===== src/rtl/counter_ctrl.sv =====
// Start/stop/pause counter controller with one-shot or auto-reload operation.
// state | meaning
// IDLE  | stopped, count held, waiting for start
// RUN   | counting from start value toward terminal value
// DONE  | one-shot finished, count held at terminal value
module counter_ctrl #(
  parameter int WIDTH = 8
) (
  input  logic             clk,
  input  logic             rst,
  input  logic             start,
  input  logic             stop,
  input  logic             pause,
  input  logic [WIDTH-1:0] load_val,
  input  logic             up,
  input  logic             auto_reload,
  output logic [WIDTH-1:0] count,
  output logic             busy,
  output logic             done,
  output logic             tc
);

  localparam logic [1:0] IDLE = 2'd0;
  localparam logic [1:0] RUN  = 2'd1;
  localparam logic [1:0] DONE = 2'd2;

  localparam logic [WIDTH-1:0] ONE = WIDTH'(1);

  logic [1:0]       state;
  logic [WIDTH-1:0] lv_r;
  logic             up_r;
  logic             ar_r;
  logic [WIDTH-1:0] sv;
  logic [WIDTH-1:0] tv;
  logic             start_ok;

  assign sv       = up_r ? '0 : lv_r;
  assign tv       = up_r ? lv_r : '0;
  assign start_ok = start && !stop;

  always_ff @(posedge clk or posedge rst) begin
    if (rst) begin
      state <= IDLE;
      count <= '0;
      tc    <= 1'b0;
      lv_r  <= '0;
      up_r  <= 1'b1;
      ar_r  <= 1'b0;
    end else begin
      tc <= 1'b0;
      if (start_ok) begin
        // live inputs set the first count so restart needs no extra cycle
        state <= RUN;
        count <= up ? '0 : load_val;
        lv_r  <= load_val;
        up_r  <= up;
        ar_r  <= auto_reload;
      end else if (stop) begin
        state <= IDLE;
      end else begin
        case (state)
          RUN: begin
            if (!pause) begin
              if (count == tv) begin
                tc <= 1'b1;
                if (ar_r) count <= sv;
                else      state <= DONE;
              end else begin
                count <= up_r ? count + ONE : count - ONE;
              end
            end
          end
          IDLE, DONE: ;
          default: state <= IDLE;
        endcase
      end
    end
  end

  assign busy = (state == RUN);
  assign done = (state == DONE);

endmodule


===== config.mk =====
export PLATFORM = sky130hd
export DESIGN_NAME = counter_ctrl
export DESIGN_NICKNAME = d
export VERILOG_FILES = /design/src/rtl/counter_ctrl.sv
export SDC_FILE = /design/constraint.sdc
export NUM_CORES = 1
export LEC_CHECK = 0
export BUFFER_PORTS_ARGS = -buffer_cell sky130_fd_sc_hd__buf_2
export CAP_MARGIN = 20
export CORE_ASPECT_RATIO = 0.7
export CORE_UTILIZATION = 51
export DETAILED_ROUTE_END_ITERATION = 6
export GPL_TIMING_DRIVEN = 0
export PLACE_DENSITY = 0.77
export RECOVER_POWER = 25
export REMOVE_ABC_BUFFERS = 1
export SYNTH_ARGS = -nofsm -noshare
export SYNTH_HDL_FRONTEND = slang
export SYNTH_SLANG_ARGS = --single-unit
export TNS_END_PERCENT = 30

===== constraint.sdc =====
create_clock -name clk -period 2.7 [get_ports clk]
set_input_delay 0.135 -clock clk [delete_from_list [all_inputs] [get_ports clk]]
set_output_delay 0.135 -clock clk [all_outputs]
set_load 0.05 [all_outputs]

# Word-level counts from Yosys, hierarchy flattened
# Index checks and enable logic that the tools add are counted.
# totals
input_bits	15
register_bits	21
wordCells	46
output_inout_bits	11
# op_classes
n_reduce_logical	7
mux	21
n_addsub	2
n_eq_ne	10
# op_table
operator	n
$mux 8	10
$mux 2	5
$add 8x1->8 const B	1
$eq 8x8->1	1
$ne 4x3->1 const B	2
$reduce_and 4->1	2
$sub 8x1->8 const B	1
$ne 3x3->1 const B	2
$mux 1	5
$ne 2x1->1 const B	2
$ne 4x2->1 const B	1
$pmux 2 s2	1
$eq 2x1->1 const B	1
$eq 2x2->1 const B	1
$logic_not 2->1	1
$reduce_bool 2->1	1
$reduce_or 2->1	1
$logic_and 1x1->1	1
$logic_not 1->1	1

# Depth between registers and ports, before layout
# Gate-level depths: netlist of the first run.
# depth
depth_word	7
ltp_mapped	9

# Worst setup path before layout of the first run
# No wires, ideal clock.
# synth_path
kind	reg2reg
from	register up_r
to	register count[7]
synth_period_minus_slack_ns	2.558
path_stages_with_launch	10
slack_ns	0.142
n_path_buf	1
arrival_ns	2.437
setup_ns	0.121
path_cell_list	dfstp_2 buf_2 clkinv_1 ha_1 nand3_1 o2111ai_1 o211ai_1 xnor2_1 a211o_1 a22o_2
# synth_via
elab_chain_len	7
word_cells_on_any_way	12
classes_between	2 x eq/ne; 9 x mux; 1 x reduce/logical
# synth_lines
item	line	source
from (decl)	31	logic up_r;
from (signal assigned)	56	up_r <= up;
$mux 8 (on tied branches)	38, 37	
$eq 8x8->1 or $mux 8 (tied branches)	64, 66	
$mux 8	64	if (count == tv) begin
$mux 8	63	if (!pause) begin
$mux 8	61	case (state)
$mux 8	58	end else if (stop) begin
$mux 8	51	if (start_ok) begin
to (signal assigned)	54	count <= up ? '0 : load_val;
to (signal assigned)	66	if (ar_r) count <= sv;
to (signal assigned)	69	count <= up_r ? count + ONE : count - ONE;
to (decl)	17	output logic [WIDTH-1:0] count,
# Several ways; a longest one is shown, not always the timed one. The select of a mux whose other input is x is not followed.
# A chain may end at the register's enable or synchronous reset.

# Worst setup path in the final report of the first run
# layout_path
from	register up_r
to	register count[0]
# Same word-level chain as after synthesis.

==> results of run 1 <==
-- per-stage QoR --
stage,cells,cell area (um^2)
after floorplan,181,1565
after global placement,242,1735
after detailed placement,242,1738
after CTS,246,1784
after global routing,248,1808
final,248,1808
-- where the power goes --
part | leakage (nW) | total, mW | internal [mW] | switching [mW]
Sequential | 0.256 | 0.522 | 0.389 | 0.132
Clock | 0.0228 | 0.208 | 0.105 | 0.103
Combinational | 0.511 | 1.12 | 0.413 | 0.712
Total | 0.789 | 1.85 | 0.908 | 0.947
-- flip-flops by register name (all words and copies together) (netlist names) --
register and count:
count 8, lv_r 8, state 2, ar_r 1
tc 1, up_r 1
-- layout make-up --
class                      count  area, um^2  area share
tap                           36       45.04     0.02491
clock buffer                   4       45.04     0.02491
multi-input combinational    149       999.7      0.5529
sequential                    21       526.8      0.2914
timing repair buffer          27       147.6     0.08166
inverter                      11       43.79     0.02422
-- logic make-up (layout without fill, tap and decap cells) --
family	Yosys count	in the layout
xor gates and xnor gates	8	8
DFF	21	21
buffers and inverters	21	42
AOI/OAI and AO/OA	54	54
adders and majority gates	7	7
and+or+nand+nor	79	79
muxes	1	1
-- metal layers --
metal  track usage  vias to the layer above
met4       0.07143                        0
met5             0                        -
met1        0.3617                      762
li1              -                      754
met3       0.06198                       10
met2        0.4191                       60
-- worst max-delay path: stages (launching register included) --
cell and delay, ps:
dfstp_2 700, and4bb_1 250, a22oi_2 110, a221oi_4 390, a41oi_4 260, or2_1 400, o221a_1 290
-- synthesized netlist by cell type, drive strengths merged, types with 5 or more instances --
library cell / number
clkbuf: 6
nand3: 5
dfrtp: 20
inv: 10
nor4: 8
a31oi: 10
nand3b: 6
ha: 6
nor3: 8
o21ai: 13
xnor2: 6
nand2: 33
-- path summary, 6_finish.rpt --
kind,start,to,cells after the start
worst min register to register,lv_r[2]$_DFFE_PP0P_,lv_r[2]$_DFFE_PP0P_,2
worst max-delay path,up_r$_DFFE_PP1P_,count[0]$_DFFE_PP0P_,6
max in group asynchronous,rst,count[7]$_DFFE_PP0P_,2
worst max register to register,up_r$_DFFE_PP1P_,count[0]$_DFFE_PP0P_,6
worst min-delay path,rst,lv_r[2]$_DFFE_PP0P_,2
min in group clk,load_val[6],lv_r[6]$_DFFE_PP0P_,3
-- repair_timing --
item | 4_1_cts | 5_1_grt
buffers inserted | 0 | 1
gates resized for setup | 1 | 3
endpoints found under the setup margin | 3 | 6
pin swaps | 0 | 1
==> metrics.csv, run 1 <==
metric,value,unit
clock-root-buffer,clkbuf_8,
cp-start-kind,flip-flop,
cts_buffers,3,
setup_viol,0,
netlist_area,1614,um^2
synth_mux_area_frac,0.006202,
drt_wl_total,4.154,mm
drt_first_pass_iters,4,
ys_ff_latch,21,
viasPerCell,6.395,
fin_crit,2518,ps
layout_common_cells,"nand2_1, buf_2, dfrtp_1",
antenna_found_initial,0,
fin_worst_skew,2.349,ps
met2_length,1.957,mm
tns,0,ps
synth_flop_cell,dfrtp_1,
first_global_vias,1527,
place_hpwl,3.052,mm
utilization,0.6228,
critPathArrivalTime,2670,ps
avgRoutedWirePerCell,16.75,um
slew_headroom,0.4417,
yosysWarnings,0,
worstPathMaxFanout,13,
core,2903,um^2
drive_gt1_frac,0.1887,
dieArea,3397,um^2
met3_length,224,um
max_cap_viol_count,0,
outcome,"finished, final reports clean",
die_y,49.07,um
insertedDiodeCount,0,
hold_violations,0,
drc,0,
hold_slack,13.29,ps
synth-edff-count,0,
synth_top_area_frac,0.3101,
hold_path.class,in -> async,
power.leakage,0.7894,nW
reg2reg_slack,180,ps
seq_area_frac_synth,0.3264,
cts_tree,done,
worst_slack,181.6,ps
synth_xor_xnor_area_share,0.04341,
maxUsedRoutingLayer,met4,
cp-end-kind,flip-flop,
nets,235,
vias,1586,
drt_iter0_drc,137,
grt_max_degree,29,
final_common_cell,nand2_1,
synth_cell_types,51,
critical_path_required,2850,ps
syn_avg_cell_area,8.451,um^2
clock_sinks,21,
hold_buffers,0,
met1_length,1.903,mm
htree_levels,1,
insertion_delay,260,ps
power_density,1026,nW/um^2
io_buffers,25,
rsz0062_at_grt,false,
tightestPinTransition,833.5,ps
yosys.area.top_type,dfrtp_1,
fillers,241,
peakVddDrop,0.5679,mV
total_power,1.855,mW
grt_first_pass_wirelength,7.155,mm
cts_buffer_depth,2,
path_clk_slew,80,ps
synth_compound_area_frac,0.2574,
synth_top_family_by_area,compound AO/OA/AOI/OAI gates,
fp-row-count,16,
synthSimpleGateAreaFrac,0.2519,
post-route-period-util,0.9328,
num_io_pins,26,
initial_core_util,0.5560,
die_w,69.24,um
syn_inst,191,
area_growth,12.02,%
fmax,0.3971,GHz
worst-setup-path-type,reg -> reg,
async_reset_ff_frac,1.000,
place.gp.congestion,0.8250,
drt.antenna.violating_nets,0,
groute.usage.overall,0.2637,
pre_cts_ws,-168.8,ps
gr-total-overflow,0,
synthAdderAreaFrac,0.05891,
slew_violations,0,
ys_top_cells_by_area,"dfrtp_1, nand2_1, ha_1, o21ai_0, a31oi_1",
(Power assumes the default switching activity.)
==> run 2, diff against run 1 <==
Settings changed: GPL_TIMING_DRIVEN 0 to 1.
==> run 2 against run 1 <==
- clock-buffer cell count is 1 lower
- combinational power hardly changed
- non-clock buffer count is 4 higher
- clock power is 3% higher
- critical endpoint unchanged
- largest cell class unchanged
==> metrics.csv, run 2 (same netlist as run 1, synthesis figures left out) <==
metric,value,unit
r2r_end,count[0]$_DFFE_PP0P_,
fillers,251,
drc,0,
slew_violations,0,
cts_buffer_depth,2,
insertedDiodeCount,0,
power.leakage,0.8025,nW
nets,239,
cp-end-kind,flip-flop,
hold_violations,0,
drt_first_pass_iters,4,
post-route-period-util,0.9421,
max_cap_viol_count,0,
fin_worst_skew,5.295,ps
p_int,0.9171,mW
slew_headroom,0.4410,
critical_path_required,2860,ps
clock_sinks,21,
worstReg2RegStart,count[1]$_DFFE_PP0P_,
register_area,526.8,um^2
vias,1611,
io_buffers,25,
peakVddDrop,0.5521,mV
drt_wl_total,4.363,mm
power.switching,0.9766,mW
postPlaceCellArea,1780,um^2
outcome,"finished, final reports clean",
multi_input_area,997.2,um^2
avgRoutedWirePerCell,17.31,um
fin_area,1831,um^2
gr-total-overflow,0,
die_w,69.24,um
setup_viol,0,
num_io_pins,26,
pre_cts_ws,134.2,ps
place_hpwl,3.186,mm
drive_gt1_frac,0.2037,
reg2reg_slack,160,ps
fin_crit,2544,ps
switching_share,0.5157,
insertion_delay,270,ps
groute.usage.overall,0.2769,
total_power,1.894,mW
cts_buffers,3,
drt_iter0_drc,134,
hold_path.class,in -> async,
core,2903,um^2
grt_max_degree,29,
clock_power_share,0.114,
path_clk_slew,80,ps
area_growth,13.41,%
layout_common_cells,"nand2_1, buf_2, dfrtp_1",
clock-root-buffer,clkbuf_8,
reg2reg_depth,6,
cts_tree,done,
grt_first_pass_wirelength,7.493,mm
cp-start-kind,flip-flop,
fp-row-count,16,
final_common_cell,nand2_1,
viasPerCell,6.393,
tns,0,ps
power_density,1035,nW/um^2
die_y,49.07,um
dieArea,3397,um^2
drt.antenna.violating_nets,0,
tightestPinTransition,834.6,ps
p_seq_frac,0.281,
first_global_vias,1583,
worstPathMaxFanout,9,
top_regs,"count (8), lv_r (8), state (2)",
worst_slack,156.3,ps
htree_levels,1,
power.share.combinational,0.605,
fmax,0.3931,GHz
worst-setup-path-type,reg -> reg,
utilization,0.6306,
antenna_found_initial,0,
critPathArrivalTime,2700,ps
post_cts_buffers,0,
place.gp.congestion,0.9584,
initial_core_util,0.5560,
run 2: cell types whose count changed in the layout (fill, tap and decap cells not counted), sizes merged:
cell | previous run | this run
buf | 27 | 31
clkbuf | 4 | 3
clkinv | 0 | 1
clkinvlp | 0 | 1
inv | 11 | 10
run 2: final cells by class:
| type | instances | share of cell area |
|---|---|---|
| clock inverter | 1 | 0.002734 |
| inverter | 11 | 0.02461 |
| multi-input combinational | 149 | 0.5448 |
| clock buffer | 3 | 0.02256 |
| tap | 36 | 0.02461 |
| timing repair buffer | 31 | 0.09296 |
| sequential | 21 | 0.2878 |
run 2: worst max-delay path by stage:
stage,from,to,cells after the start
finish,count[1]$_DFFE_PP0P_,count[0]$_DFFE_PP0P_,6
global route,up_r$_DFFE_PP1P_,count[6]$_DFFE_PP0P_,8
CTS,up_r$_DFFE_PP1P_,count[7]$_DFFE_PP0P_,8
detailed placement,up_r$_DFFE_PP1P_,count[7]$_DFFE_PP0P_,8
global placement,up_r$_DFFE_PP1P_,count[7]$_DFFE_PP0P_,8
floorplan,up_r$_DFFE_PP1P_,count[7]$_DFFE_PP0P_,8
run 2: critical path, stage by stage, from the launching register on:
cell	delay (ps)
dfrtp_1	510
inv_1	70
a222oi_1	420
a31o_2	380
a41oi_4	240
or2_0	470
o221a_1	340
run 2: timing repair:
| action | in CTS | in global routing |
|---|---|---|
| resized for setup | 0 | 1 |
| setup endpoints to repair | 0 | 2 |
| hold buffers | 0 | 0 |
run 2: metal layers:
layer  track usage  share of wire  vias up
met3       0.06198          0.091       11
met4       0.06463          0.022        0
li1              -              -      761
met1        0.3556           0.42      755
met5             0              0        -
met2        0.4773           0.46       84
run 2: metrics by stage:
step	cells	hold slack [ps]
3_5_place_dp	248	342.8
6_report	252	13.36
5_1_grt	252	71.53
4_1_cts	252	51.12
2_1_floorplan	181	110.8
3_3_place_gp	248	311.7
run 2: power by group through the flow:
stage                     registers, mW  clock network (mW)  logic [mW]
after floorplan                   0.679                   0       0.682
after global placement            0.528                   0        1.09
after detailed placement          0.533                   0        1.13
after CTS                         0.528               0.218        1.13
after global routing              0.544               0.229        1.25
final                             0.532               0.215        1.15
